===== src/rtl/vga_pixel_shifter_pkg.sv =====
// Shared definitions for the VGA pixel shifter: FSM state encoding, default geometry
// and the framebuffer word-address helper.
package vga_pixel_shifter_pkg;

  typedef enum logic [2:0] {
    IDLE,
    PRIME,
    READY,
    ACTIVE,
    BLANK
  } vga_state_e;

  localparam int unsigned H_ACTIVE_DEF = 640;
  localparam int unsigned V_ACTIVE_DEF = 480;
  localparam int unsigned WORD_BITS    = 32;

  // Word n of a line lives at base + line*words_pl + n; the sum wraps modulo 2^32.
  function automatic logic [31:0] word_address(
    input logic [31:0] base,
    input logic [9:0]  line,
    input logic [9:0]  n,
    input int unsigned words_pl
  );
    return base + (32'(line) * 32'(words_pl)) + 32'(n);
  endfunction

endpackage


===== src/rtl/vga_pixel_shifter_word_buffer.sv =====
// Two-entry front/back word register feeding the pixel serializer; the front word is
// the one being shown, the back word is the prefetched successor.
module vga_pixel_shifter_word_buffer
  import vga_pixel_shifter_pkg::*;
(
  input  logic                 clk,
  input  logic                 rst,
  input  logic                 flush_i,
  input  logic                 load_i,
  input  logic [WORD_BITS-1:0] load_data_i,
  input  logic                 advance_i,
  output logic [WORD_BITS-1:0] front_o,
  output logic                 front_valid_o,
  output logic                 back_valid_o,
  output logic                 underflow_o
);

  logic [WORD_BITS-1:0] front_q, front_d;
  logic [WORD_BITS-1:0] back_q, back_d;
  logic                 front_valid_q, front_valid_d;
  logic                 back_valid_q, back_valid_d;

  // On an advance with nothing in back, a word landing in the same cycle bypasses
  // straight into front; otherwise front is filled with an all-black word that still
  // counts as occupied, so a late word queues behind it.
  always_comb begin
    front_d       = front_q;
    back_d        = back_q;
    front_valid_d = front_valid_q;
    back_valid_d  = back_valid_q;

    if (flush_i) begin
      front_d       = '0;
      back_d        = '0;
      front_valid_d = 1'b0;
      back_valid_d  = 1'b0;
    end else if (advance_i) begin
      front_valid_d = 1'b1;
      if (back_valid_q) begin
        front_d      = back_q;
        back_valid_d = load_i;
        if (load_i) begin
          back_d = load_data_i;
        end
      end else if (load_i) begin
        front_d      = load_data_i;
        back_valid_d = 1'b0;
      end else begin
        front_d = '0;
      end
    end else if (load_i) begin
      if (!front_valid_q) begin
        front_d       = load_data_i;
        front_valid_d = 1'b1;
      end else if (!back_valid_q) begin
        back_d       = load_data_i;
        back_valid_d = 1'b1;
      end
    end
  end

  always_ff @(posedge clk) begin
    if (rst) begin
      front_q       <= '0;
      back_q        <= '0;
      front_valid_q <= 1'b0;
      back_valid_q  <= 1'b0;
    end else begin
      front_q       <= front_d;
      back_q        <= back_d;
      front_valid_q <= front_valid_d;
      back_valid_q  <= back_valid_d;
    end
  end

  assign front_o       = front_q;
  assign front_valid_o = front_valid_q;
  assign back_valid_o  = back_valid_q;
  assign underflow_o   = !flush_i && advance_i && !back_valid_q && !load_i;

endmodule


===== src/rtl/vga_pixel_shifter.sv =====
// Fetches 32-bit framebuffer words ahead of the beam and serializes them MSB first,
// one 1-bpp pixel per clock, during active video.
module vga_pixel_shifter
  import vga_pixel_shifter_pkg::*;
#(
  parameter int unsigned H_ACTIVE = H_ACTIVE_DEF,
  parameter int unsigned V_ACTIVE = V_ACTIVE_DEF,
  parameter logic [31:0] FB_BASE  = 32'h0
) (
  input  logic        clk,
  input  logic        rst,
  input  logic [9:0]  h_count,
  input  logic [9:0]  v_count,
  output logic        word_req,
  output logic [31:0] word_addr,
  input  logic [31:0] word_data,
  input  logic        word_valid,
  output logic        pixel_out,
  output logic        pixel_active,
  output logic        underflow
);

  localparam int unsigned WORDS_PL   = H_ACTIVE / WORD_BITS;
  localparam logic [9:0]  WORDS_N    = 10'(WORDS_PL);
  localparam logic [9:0]  WORDS_LAST = 10'(WORDS_PL - 1);
  localparam logic [9:0]  V_START    = 10'(V_ACTIVE);
  localparam logic [9:0]  V_LAST     = 10'(V_ACTIVE - 1);

  vga_state_e  state_q, state_d;
  logic [4:0]  bit_idx_q, bit_idx_d;
  logic [9:0]  word_idx_q, word_idx_d;
  logic [9:0]  fetch_idx_q, fetch_idx_d;
  logic [9:0]  line_q, line_d;
  logic        req_q, req_d;
  logic [31:0] addr_q, addr_d;
  logic        pixel_q, pixel_d;
  logic        active_q, active_d;
  logic        underflow_q, underflow_d;

  logic        buf_flush, buf_load, buf_advance, buf_underflow;
  logic        front_valid, back_valid;
  logic [31:0] front_word;
  logic [1:0]  occupancy;
  logic        fetch_en;

  vga_pixel_shifter_word_buffer u_word_buffer (
    .clk           (clk),
    .rst           (rst),
    .flush_i       (buf_flush),
    .load_i        (buf_load),
    .load_data_i   (word_data),
    .advance_i     (buf_advance),
    .front_o       (front_word),
    .front_valid_o (front_valid),
    .back_valid_o  (back_valid),
    .underflow_o   (buf_underflow)
  );

  // A new fetch is allowed only when the buffer has a free slot and nothing is in flight.
  assign buf_load  = req_q && word_valid;
  assign occupancy = {1'b0, front_valid} + {1'b0, back_valid};
  assign fetch_en  = (state_q == PRIME) || (state_q == READY) || (state_q == ACTIVE);

  always_comb begin
    state_d     = state_q;
    bit_idx_d   = bit_idx_q;
    word_idx_d  = word_idx_q;
    fetch_idx_d = fetch_idx_q;
    line_d      = line_q;
    req_d       = req_q;
    addr_d      = addr_q;
    pixel_d     = 1'b0;
    active_d    = 1'b0;
    buf_flush   = 1'b0;
    buf_advance = 1'b0;
    underflow_d = underflow_q | buf_underflow;

    if (req_q && word_valid) begin
      req_d = 1'b0;
    end

    if (fetch_en && !req_q && (occupancy != 2'd2) && (fetch_idx_q < WORDS_N)) begin
      req_d       = 1'b1;
      addr_d      = word_address(FB_BASE, line_q, fetch_idx_q, WORDS_PL);
      fetch_idx_d = fetch_idx_q + 10'd1;
    end

    unique case (state_q)
      IDLE: begin
        if ((h_count == 10'd0) && (v_count == V_START)) begin
          state_d     = PRIME;
          line_d      = '0;
          word_idx_d  = '0;
          fetch_idx_d = '0;
          bit_idx_d   = '0;
          buf_flush   = 1'b1;
        end
      end
      PRIME: begin
        if (front_valid && back_valid) begin
          state_d = READY;
        end
      end
      READY: begin
        if ((h_count == 10'd0) && (v_count == line_q)) begin
          pixel_d   = front_word[~bit_idx_q];
          active_d  = 1'b1;
          bit_idx_d = bit_idx_q + 5'd1;
          state_d   = ACTIVE;
        end
      end
      ACTIVE: begin
        pixel_d   = front_word[~bit_idx_q];
        active_d  = 1'b1;
        bit_idx_d = bit_idx_q + 5'd1;
        if (bit_idx_q == 5'd31) begin
          if (word_idx_q == WORDS_LAST) begin
            state_d = BLANK;
          end else begin
            buf_advance = 1'b1;
            word_idx_d  = word_idx_q + 10'd1;
          end
        end
      end
      BLANK: begin
        // Hold here until a straggling fetch has returned so it cannot land in the next line.
        buf_flush = 1'b1;
        if (!req_q) begin
          word_idx_d  = '0;
          fetch_idx_d = '0;
          bit_idx_d   = '0;
          if (line_q == V_LAST) begin
            state_d = IDLE;
          end else begin
            line_d  = line_q + 10'd1;
            state_d = PRIME;
          end
        end
      end
      default: begin
        state_d = IDLE;
      end
    endcase
  end

  always_ff @(posedge clk) begin
    if (rst) begin
      state_q     <= IDLE;
      bit_idx_q   <= '0;
      word_idx_q  <= '0;
      fetch_idx_q <= '0;
      line_q      <= '0;
      req_q       <= 1'b0;
      addr_q      <= FB_BASE;
      pixel_q     <= 1'b0;
      active_q    <= 1'b0;
      underflow_q <= 1'b0;
    end else begin
      state_q     <= state_d;
      bit_idx_q   <= bit_idx_d;
      word_idx_q  <= word_idx_d;
      fetch_idx_q <= fetch_idx_d;
      line_q      <= line_d;
      req_q       <= req_d;
      addr_q      <= addr_d;
      pixel_q     <= pixel_d;
      active_q    <= active_d;
      underflow_q <= underflow_d;
    end
  end

  assign word_req     = req_q;
  assign word_addr    = addr_q;
  assign pixel_out    = pixel_q;
  assign pixel_active = active_q;
  assign underflow    = underflow_q;

endmodule

===== config.mk =====
export PLATFORM = sky130hd
export DESIGN_NAME = vga_pixel_shifter
export DESIGN_NICKNAME = d
export VERILOG_FILES = /design/src/rtl/vga_pixel_shifter_pkg.sv /design/src/rtl/vga_pixel_shifter_word_buffer.sv /design/src/rtl/vga_pixel_shifter.sv
export SDC_FILE = /design/constraint.sdc
export NUM_CORES = 1
export LEC_CHECK = 0
export ABC_CLOCK_PERIOD_IN_PS = 2900
export BUFFER_PORTS_ARGS = -buffer_cell sky130_fd_sc_hd__buf_4
export CAP_MARGIN = 20
export CORE_UTILIZATION = 48
export CTS_CLUSTER_DIAMETER = 60
export DETAILED_ROUTE_END_ITERATION = 6
export GPL_TIMING_DRIVEN = 0
export PLACE_DENSITY_LB_ADDON = 0.05
export SYNTH_ARGS = -nofsm -noshare
export SYNTH_HDL_FRONTEND = slang
export SYNTH_SLANG_ARGS = --single-unit
export TNS_END_PERCENT = 100

===== constraint.sdc =====
create_clock -name clk -period 2.9 [get_ports clk]
set_clock_uncertainty 0.15 [all_clocks]
set_input_delay 0.29 -clock clk [delete_from_list [all_inputs] [get_ports clk]]
set_output_delay 0.29 -clock clk [all_outputs]
set_load 0.02 [all_outputs]

==> flow_metrics.py, run 1 <==
metrics = {
    "logic_synthesis": {
        "synthesis.area_sq_um": 6500,
        "synth_edf_count": 0,
        "ys.flop_type": "dfxtp_1",
        "ys_warn_count": 0,
        "yosysUniqueCellTypes": 62,
        "ys_ff_latch": 124,
        "synth.avg_cell_area_sq_um": 9.11,
        "ys_seq_area_frac": 0.382,
        "synthArstFlopShare": 0,
        "synth_cells": 714,
    },
    "drt": {
        "dr.pass1.iters": 4,
        "vias": 5773,
        "routed_wl_mm": 16.2,
        "drcViolationCount": 0,
        "via_per_inst": 5.44,
        "wl_met1_mm": 6.95,
        "post_drt_wl_per_cell_microns": 15.3,
        "wl_met3_microns": 567,
        "drtIter0Drc": 262,
        "ant_nets": 0,
        "highest_layer": "met4",
        "wl_met2_mm": 8.35,
    },
    "cells_and_area": {
        "diodes": 0,
        "final_common_cell": "dfxtp_1",
        "final-seq-area_sq_um": 2500,
        "fin_util": 0.643,
        "nFillCells": 1164,
        "fin_area_sq_um": 8520,
        "layout-drive-gt1-share": 0.237,
        "multi_input_area_sq_um": 3830,
        "syn_to_final_growth_pct": 31.0,
        "final_cell_mix": "117 x dfxtp_1, 114 x nor2_1, 109 x buf_4",
        "nets": 958,
    },
    "cts": {
        "clkLatencyLatePin_ns": 0.42,
        "path_clk_slew_ns": 0.06,
        "cts_tree": "done",
        "clock-sinks": 124,
        "htreeDepth": 4,
        "cts_max_path_buffers": 2,
        "cts_root_buffer": "clkbuf_16",
        "cts_buffers": 17,
    },
    "floorplan": {
        "rows": 42,
        "ios": 91,
        "dieArea_sq_um": 14000,
        "fp.dieW_microns": 118,
        "die_h_microns": 118,
        "start_util": 0.491,
        "coreArea_sq_um": 13200,
    },
    "outcome": {
        "status": "finished with violations",
        "violations": "setup timing",
    },
    "placed_design": {
        "portBuffers": 74,
        "placed_area_sq_um": 7400,
        "gp_congestion": 0.858,
        "pre_cts_ws_ns": -0.328,
        "dp_hpwl_mm": 11.8,
    },
    "grt": {
        "grt_pass1_wl_mm": 26.8,
        "grt.overflow.total": 0,
        "grt_pass1_vias": 5754,
        "grt_max_degree": 17,
        "grt_antenna_before_repair": 0,
        "grt_use_total": 0.242,
    },
    "run": {
        "maxCapViolCount": 0,
    },
    "setup_path": {
        "crit_fanout": 3,
        "critPathKind": "reg -> reg",
        "worst-path-buf-inv": 2,
        "arrival_ns": 3.27,
        "path_cells": "ha_4 > ha_4 > inv_2 > fa_2 > inv_2 > a21o_1 > a21oi_2 > xnor2_1 > ha_2 > o21a_1 > nor2_4 > a211oi_2 > nand3b_1 > xor2_1 > a211oi_1",
        "required_ns": 3.08,
        "cp-end-kind": "flip-flop",
        "crit_path_top_delay_cell": "fa_2",
        "critPathLaunchType": "flip-flop",
        "crit_family": "adder cells",
        "max_stage_delay_ns": 0.37,
    },
    "sta": {
        "finalHoldViolations": 0,
        "slew_headroom": 0.508,
        "post-route-period-util": 1.07,
        "setup_tns_ns": -0.808,
        "fin_crit_ns": 3.10,
        "fmax_mhz": 323,
        "rsz0062_at_grt": "true",
        "fin_ws_ns": -0.196,
        "slew_viol_final": 0,
        "setup_violations": 6,
        "tightestPinTransition_ns": 0.738,
    },
    "hold_path": {
        "hold_path.class": "in -> reg",
    },
    "pwr": {
        "p_per_area_nw_per_um2": 469,
        "power_mw": 3.99,
        "leakagePower_nw": 3.44,
        "ir_drop_mv": 0.418,
    },
}
## worst paths after layout
path / from / end / slack, ns / cells past startpoint
worst max-delay path: line_q[3] / word_addr[13] / -0.20 / 15
worst min-delay path: rst / pixel_active / 0.02 / 2
worst max register to register: line_q[3] / word_addr[13] / -0.20 / 15
worst min register to register: word_addr[4] / word_addr[4] / 0.30 / 2
## cells in the mapped netlist, types with 9 or more instances
cell | number | area share
nand3_1 | 12 | 0.0092
nand2_1 | 38 | 0.022
buf_2 | 9 | 0.0069
clkbuf_1 | 20 | 0.012
buf_4 | 18 | 0.021
nor3_1 | 12 | 0.0092
mux4_2 | 10 | 0.035
inv_1 | 12 | 0.0069
a22oi_1 | 33 | 0.038
dfxtp_1 | 124 | 0.38
o21ai_0 | 18 | 0.014
ha_1 | 29 | 0.056
a21oi_1 | 36 | 0.028
xor2_1 | 10 | 0.013
mux2i_1 | 36 | 0.055
xnor2_1 | 23 | 0.031
nor2_1 | 116 | 0.067
a211oi_1 | 39 | 0.045
## what timing repair did
action	CTS	global route
gates cloned	0	0
pin swaps	15	15
hold endpoints to repair	33	0
gates resized for setup	10	15
hold buffers	33	0
buffers inserted	8	9
setup endpoints to repair	36	67
## cell families after synthesis
group                    Yosys count  synth area share
multiplexers                      46            0.0900
AND/OR/NAND/NOR                  249             0.194
XOR/XNOR                          33            0.0444
buffers and inverters             69            0.0566
flip-flops                       124             0.382
other                              1          0.000577
AO/OA/AOI/OAI                    161             0.171
adder cells (fa/ha/maj)           31            0.0619
## flip-flops by register name, indices dropped and copies added (netlist names), 3 cells and up
signal / flops
word_idx_q: 10
line_q: 10
u_word_buffer.front_o: 32
fetch_idx_q: 10
bit_idx_q: 5
word_addr: 16
state_q: 3
u_word_buffer.back_q: 32
## power breakdown
group	total, mW	leakage [nW]	internal (mW)	switching [mW]
combinational	0.214	2.15	0.114	0.100
clock	2.08	0.287	1.30	0.776
sequential	1.70	1.00	1.70	0.000000467
total	3.99	3.44	3.12	0.876
## metal layers
| layer | vias to the layer above | global-route usage |
|---|---|---|
| met5 | - | 0 |
| met4 | 0 | 0.108 |
| met3 | 28 | 0.0444 |
| met2 | 148 | 0.443 |
| met1 | 2732 | 0.273 |
| li1 | 2865 | - |
## through the flow
stage	instances	hold WS [ns]
after floorplan	729	0.245
after global placement	979	0.290
after detailed placement	979	0.297
after CTS	1052	0.00318
after global routing	1061	0.0115
final	1061	0.0157
## area by class of cell
class / count / area share
Inverter: 13 / 0.00573
Tap cell: 176 / 0.0258
Buffer: 56 / 0.0385
Clock buffer: 21 / 0.0540
Sequential cell: 124 / 0.294
Multi-Input combinational cell: 536 / 0.449
Timing Repair Buffer: 124 / 0.119
Clock inverter: 11 / 0.0140
## worst reg2reg max path: stages (launching register included)
cell and delay [ns]:
dfxtp_4 0.36, ha_4 0.27, ha_4 0.12, inv_2 0.04, fa_2 0.37, inv_2 0.05
a21o_1 0.14, a21oi_2 0.07, xnor2_1 0.15, ha_2 0.34, o21a_1 0.17, nor2_4 0.05
a211oi_2 0.22, nand3b_1 0.12, xor2_1 0.17, a211oi_1 0.22
Note: power is estimated with default switching activity, not from simulation.
==> run 2: changes to the inputs <==
- CORE_MARGIN: not set -> 5
==> run 2 against run 1 <==
Net effect:
- the run still ends with setup timing left
- first-iteration DRC count grew 47%
- via count grew 2.1%
- critical path depth shrank 1
- wire length increased by 5.4%
- highest routed layer unchanged
- sequential cell count is the same
==> flow_metrics.py, run 2 (synthesized netlist as in run 1, its figures left out) <==
metrics = {
    "pwr": {
        "seqPwrFrac": 0.415,
        "leakagePower_nw": 3.48,
        "ir_drop_mv": 0.453,
        "power_mw": 4.09,
        "p_int_mw": 3.23,
        "p_clk_frac": 0.532,
        "p_sw_frac": 0.210,
        "pwr-share-comb": 0.052,
        "p_per_area_nw_per_um2": 472,
        "p_sw_mw": 0.861,
    },
    "cells_and_area": {
        "final-seq-area_sq_um": 2510,
        "syn_to_final_growth_pct": 33.4,
        "nets": 960,
        "multi_input_area_sq_um": 3880,
        "diodes": 0,
        "layout-drive-gt1-share": 0.246,
        "final_common_cell": "dfxtp_1",
        "nFillCells": 1093,
        "final_cell_mix": "117 x dfxtp_1, 113 x nor2_1, 109 x buf_4",
    },
    "drt": {
        "routed_wl_mm": 17.1,
        "dr.pass1.iters": 5,
        "via_per_inst": 5.54,
        "vias": 5894,
        "post_drt_wl_per_cell_microns": 16.1,
        "drcViolationCount": 0,
        "ant_nets": 0,
        "drtIter0Drc": 385,
    },
    "cts": {
        "path_clk_slew_ns": 0.05,
        "clock-sinks": 124,
        "htreeDepth": 4,
        "cts_tree": "done",
        "cts_root_buffer": "clkbuf_16",
        "clkLatencyLatePin_ns": 0.43,
        "cts_buffers": 17,
        "cts_max_path_buffers": 2,
    },
    "setup_path": {
        "critPathKind": "reg -> reg",
        "critPathLaunchType": "flip-flop",
        "crit_fanout": 4,
        "arrival_ns": 3.15,
        "crit_path_top_delay_cell": "fa_2",
        "cp-end-kind": "flip-flop",
        "path_cells": "ha_4 > ha_4 > inv_2 > fa_2 > inv_1 > ha_1 > nor2_2 > nor2_4 > o31ai_4 > buf_4 > nand2b_1 > a21oi_1 > xor2_1 > o31ai_1",
        "reg2reg_depth": 14,
        "max_stage_delay_ns": 0.51,
        "crit_top_cell": "ha_4",
        "required_ns": 3.04,
    },
    "grt": {
        "grt_max_degree": 17,
        "grt_pass1_vias": 5817,
        "use_met1": 0.227,
        "grt.overflow.total": 0,
        "grt_antenna_before_repair": 0,
        "gr-usage-met2": 0.401,
        "grt_pass1_wl_mm": 27.7,
        "gr-max-usage-layer": "met2",
        "grt_use_total": 0.212,
        "grtUsageMet3": 0.0525,
    },
    "floorplan": {
        "coreArea_sq_um": 13200,
        "fp.dieW_microns": 126,
        "die_h_microns": 126,
        "ios": 91,
        "dieArea_sq_um": 16000,
        "start_util": 0.491,
        "rows": 42,
    },
    "placed_design": {
        "dp_hpwl_mm": 12.0,
        "portBuffers": 74,
        "pre_cts_ws_ns": -0.308,
        "gp_congestion": 0.891,
    },
    "sta": {
        "tightestPinTransition_ns": 0.713,
        "finalHoldViolations": 0,
        "slew_headroom": 0.525,
        "post-route-period-util": 1.04,
        "rsz0062_at_grt": "true",
        "fin_ws_ns": -0.109,
        "setup_violations": 6,
        "fmax_mhz": 332,
        "fin_crit_ns": 3.01,
        "slew_viol_final": 0,
        "timing.hold.ws_ns": 0.253,
    },
    "run": {
        "maxCapViolCount": 0,
    },
    "outcome": {
        "status": "finished with violations",
        "violations": "setup timing",
    },
    "hold_path": {
        "hold_path.class": "in -> reg",
        "hold_depth": 6,
    },
}
## run 2: cell types whose count changed in the layout (fill, tap and decap cells not counted), sizes merged
cell	before	now
bufinv	2	3
clkbuf	41	43
clkinv	8	6
dlygate4sd3	33	34
## run 2: critical path: cells and delay by family, from the launching register on
family / cells / cell delay [ns]
adder cells (fa/ha/maj): 4 / 1.24
AO/OA/AOI/OAI: 3 / 0.36
flip-flops: 1 / 0.36
AND/OR/NAND/NOR: 3 / 0.27
buffers and inverters: 3 / 0.26
XOR/XNOR: 1 / 0.21
## run 2: metrics by stage
stage / cells / cell area (sq um) / TNS (ns) / util
3_5_place_dp: 979 / 7400 / -1.42 / 0.559
6_report: 1063 / 8680 / -0.410 / 0.655
4_1_cts: 1055 / 8510 / -0.363 / 0.643
2_1_floorplan: 729 / 6630 / 0 / -
3_3_place_gp: 979 / 7400 / -0.880 / 0.559
5_1_grt: 1063 / 8680 / -1.35 / 0.655
## run 2: final cells by class
type	instances	area share
Multi-Input combinational cell	536	0.447
Sequential cell	124	0.289
Timing Repair Buffer	127	0.123
Clock buffer	22	0.0547
Buffer	55	0.0392
Tap cell	176	0.0254
Clock inverter	10	0.0160
Inverter	13	0.00562
## run 2: repair_timing
action	in CTS	in global routing
pin swaps	17	10
hold buffers	34	0
gates resized for setup	20	20
endpoints found under the setup margin	37	72
cloned	0	1
buffers inserted	10	8
endpoints found under the hold margin	34	0
## run 2: per-layer routing
metal	part of all wire	vias to the layer above
met3	0.051	30
met4	0.021	0
li1	-	2863
met2	0.54	183
met1	0.39	2818
met5	0	-
## run 2: power groups by stage
| stage | Sequential (mW) | Clock [mW] | Combinational [mW] |
|---|---|---|---|
| detailed placement | 1.74 | 0 | 0.175 |
| global placement | 1.74 | 0 | 0.172 |
| finish | 1.70 | 2.18 | 0.214 |
| CTS | 1.70 | 2.21 | 0.211 |
| global route | 1.70 | 2.29 | 0.231 |
| floorplan | 1.74 | 0 | 0.0852 |
## run 2: path summary, 6_finish.rpt
path                start           end  slack, ns
max             line_q[3]  word_addr[9]      -0.11
min            v_count[7]    state_q[0]       0.25
min reg2reg  word_addr[2]  word_addr[2]       0.30
max reg2reg     line_q[3]  word_addr[9]      -0.11
==> run 3: changes to the inputs <==
- ABC_CLOCK_PERIOD_IN_PS: 2900 -> not set
- CORE_UTILIZATION: 48 -> 25
==> run 3 against run 2 <==
Net effect:
- the flow still finishes with violations (setup timing)
- largest power group unchanged
- sequential cell count unchanged
- largest cell class unchanged
- cell count up 14%
- via count down 4.8%
- critical endpoint is now word_addr[10]
- global-route usage down 8.2 points
- highest routed layer unchanged
- wire length up 8.5%
==> flow_metrics.py, run 3 (synthesized netlist as in run 1, its figures left out) <==
metrics = {
    "hold_path": {
        "min_to": "pixel_active",
        "worstHoldStart": "rst",
        "hold_depth": 2,
        "hold_path.class": "in -> reg",
    },
    "floorplan": {
        "fp.dieW_microns": 171,
        "coreArea_sq_um": 25800,
        "dieArea_sq_um": 29300,
        "ios": 91,
        "rows": 59,
        "start_util": 0.252,
        "die_h_microns": 171,
    },
    "cts": {
        "cts_root_buffer": "clkbuf_16",
        "clkLatencyLatePin_ns": 0.42,
        "cts_buffers": 17,
        "cts_max_path_buffers": 2,
        "htreeDepth": 4,
        "path_clk_slew_ns": 0.06,
        "clock-sinks": 124,
        "cts_tree": "done",
    },
    "placed_design": {
        "gp_congestion": 0.758,
        "dp_hpwl_mm": 14.0,
        "portBuffers": 74,
        "placed_area_sq_um": 7600,
    },
    "cells_and_area": {
        "multi_input_area_sq_um": 3850,
        "diodes": 0,
        "final_cell_mix": "116 x dfxtp_1, 113 x nor2_1, 105 x buf_4",
        "nFillCells": 2668,
        "fin_util": 0.339,
        "fin_area_sq_um": 8750,
        "nets": 954,
        "layout-drive-gt1-share": 0.245,
        "final_common_cell": "dfxtp_1",
        "final-seq-area_sq_um": 2500,
        "syn_to_final_growth_pct": 34.6,
    },
    "sta": {
        "slew_viol_final": 0,
        "setup_violations": 5,
        "fin_crit_ns": 2.98,
        "fin_ws_ns": -0.0793,
        "tightestPinTransition_ns": 0.720,
        "slew_headroom": 0.520,
        "fmax_mhz": 336,
        "timing.hold.ws_ns": 0.0401,
        "finalHoldViolations": 0,
        "rsz0062_at_grt": "true",
        "post-route-period-util": 1.03,
    },
    "grt": {
        "grt_pass1_wl_mm": 30.3,
        "grt_max_degree": 17,
        "grt_use_total": 0.131,
        "grt.overflow.total": 0,
        "grt_pass1_vias": 5801,
        "grt_antenna_before_repair": 0,
    },
    "pwr": {
        "ir_drop_mv": 0.296,
        "p_per_area_nw_per_um2": 474,
        "leakagePower_nw": 3.46,
        "power_mw": 4.15,
    },
    "setup_path": {
        "cp-end-kind": "flip-flop",
        "critPathLaunchType": "flip-flop",
        "rr_endpoint": "word_addr[10]",
        "required_ns": 3.03,
        "critPathKind": "reg -> reg",
        "crit_fanout": 3,
        "reg2reg_depth": 17,
        "arrival_ns": 3.10,
        "r2r-start": "line_q[3]",
        "reg2reg_slack_ns": -0.08,
    },
    "drt": {
        "ant_nets": 0,
        "drcViolationCount": 0,
        "dr.pass1.iters": 6,
        "via_per_inst": 4.62,
        "vias": 5614,
        "post_drt_wl_per_cell_microns": 15.3,
        "routed_wl_mm": 18.6,
        "drtIter0Drc": 263,
    },
    "outcome": {
        "violations": "setup timing",
        "status": "finished with violations",
    },
    "run": {
        "maxCapViolCount": 0,
    },
}
-- run 3: through the flow --
| step | cells | worst slack (ns) | setup TNS (ns) |
|---|---|---|---|
| after floorplan | 729 | 0.00313 | 0 |
| after global placement | 1138 | -0.307 | -3.62 |
| after detailed placement | 1138 | -0.393 | -5.35 |
| after CTS | 1213 | -0.129 | -0.319 |
| after global routing | 1215 | -0.255 | -1.11 |
| final | 1215 | -0.0793 | -0.249 |
-- run 3: repair_timing --
action                     4_1_cts  5_1_grt
resized for setup               16       29
pin swaps                       19       10
hold endpoints to repair        33        0
setup endpoints to repair       57       74
buffers inserted                11        2
hold buffers                    33        0
-- run 3: power breakdown --
part	switching [mW]	internal (mW)	leakage (nW)
combinational	0.100	0.113	2.16
sequential	0.000000464	1.70	1.00
clock	0.867	1.37	0.295
total	0.967	3.18	3.46
-- run 3: per-layer routing --
layer	global-route usage	vias to the layer above	part of all wire
met5	0	-	0
met4	0.0455	0	0.013
li1	-	2853	-
met1	0.155	2658	0.44
met2	0.238	85	0.52
met3	0.0221	18	0.028
-- run 3: worst max-delay path, stage by stage, from the launching register on --
cell and delay [ns]:
dfxtp_4 0.37, ha_4 0.27, ha_4 0.13, inv_2 0.03, fa_2 0.34, inv_2 0.06, a21o_1 0.14, a21oi_2 0.07
xnor2_2 0.16, ha_4 0.28, o21a_1 0.16, nor2_4 0.06, a21oi_2 0.11, o21ai_2 0.08, buf_4 0.14, xor2_1 0.14
nand2_1 0.08, a21oi_1 0.06
-- run 3: final cells by class --
| class | count | share of cell area |
|---|---|---|
| plain buffers | 56 | 0.0387 |
| clock buffers | 17 | 0.0486 |
| clock inverters | 14 | 0.0207 |
| inverters | 13 | 0.00558 |
| multi-input cells | 536 | 0.440 |
| flip-flops and latches | 124 | 0.286 |
| well taps | 335 | 0.0479 |
| repair buffers | 120 | 0.112 |
-- run 3: worst max-delay path by stage --
| stage | from | to | slack (ns) |
|---|---|---|---|
| 2_1_floorplan | line_q[1] | word_addr[13] | 0.003 |
| 3_3_place_gp | line_q[0] | word_addr[13] | -0.31 |
| 3_5_place_dp | line_q[0] | word_addr[12] | -0.39 |
| 4_1_cts | line_q[3] | word_addr[14] | -0.13 |
| 5_1_grt | line_q[3] | word_addr[14] | -0.25 |
| 6_report | line_q[3] | word_addr[10] | -0.08 |
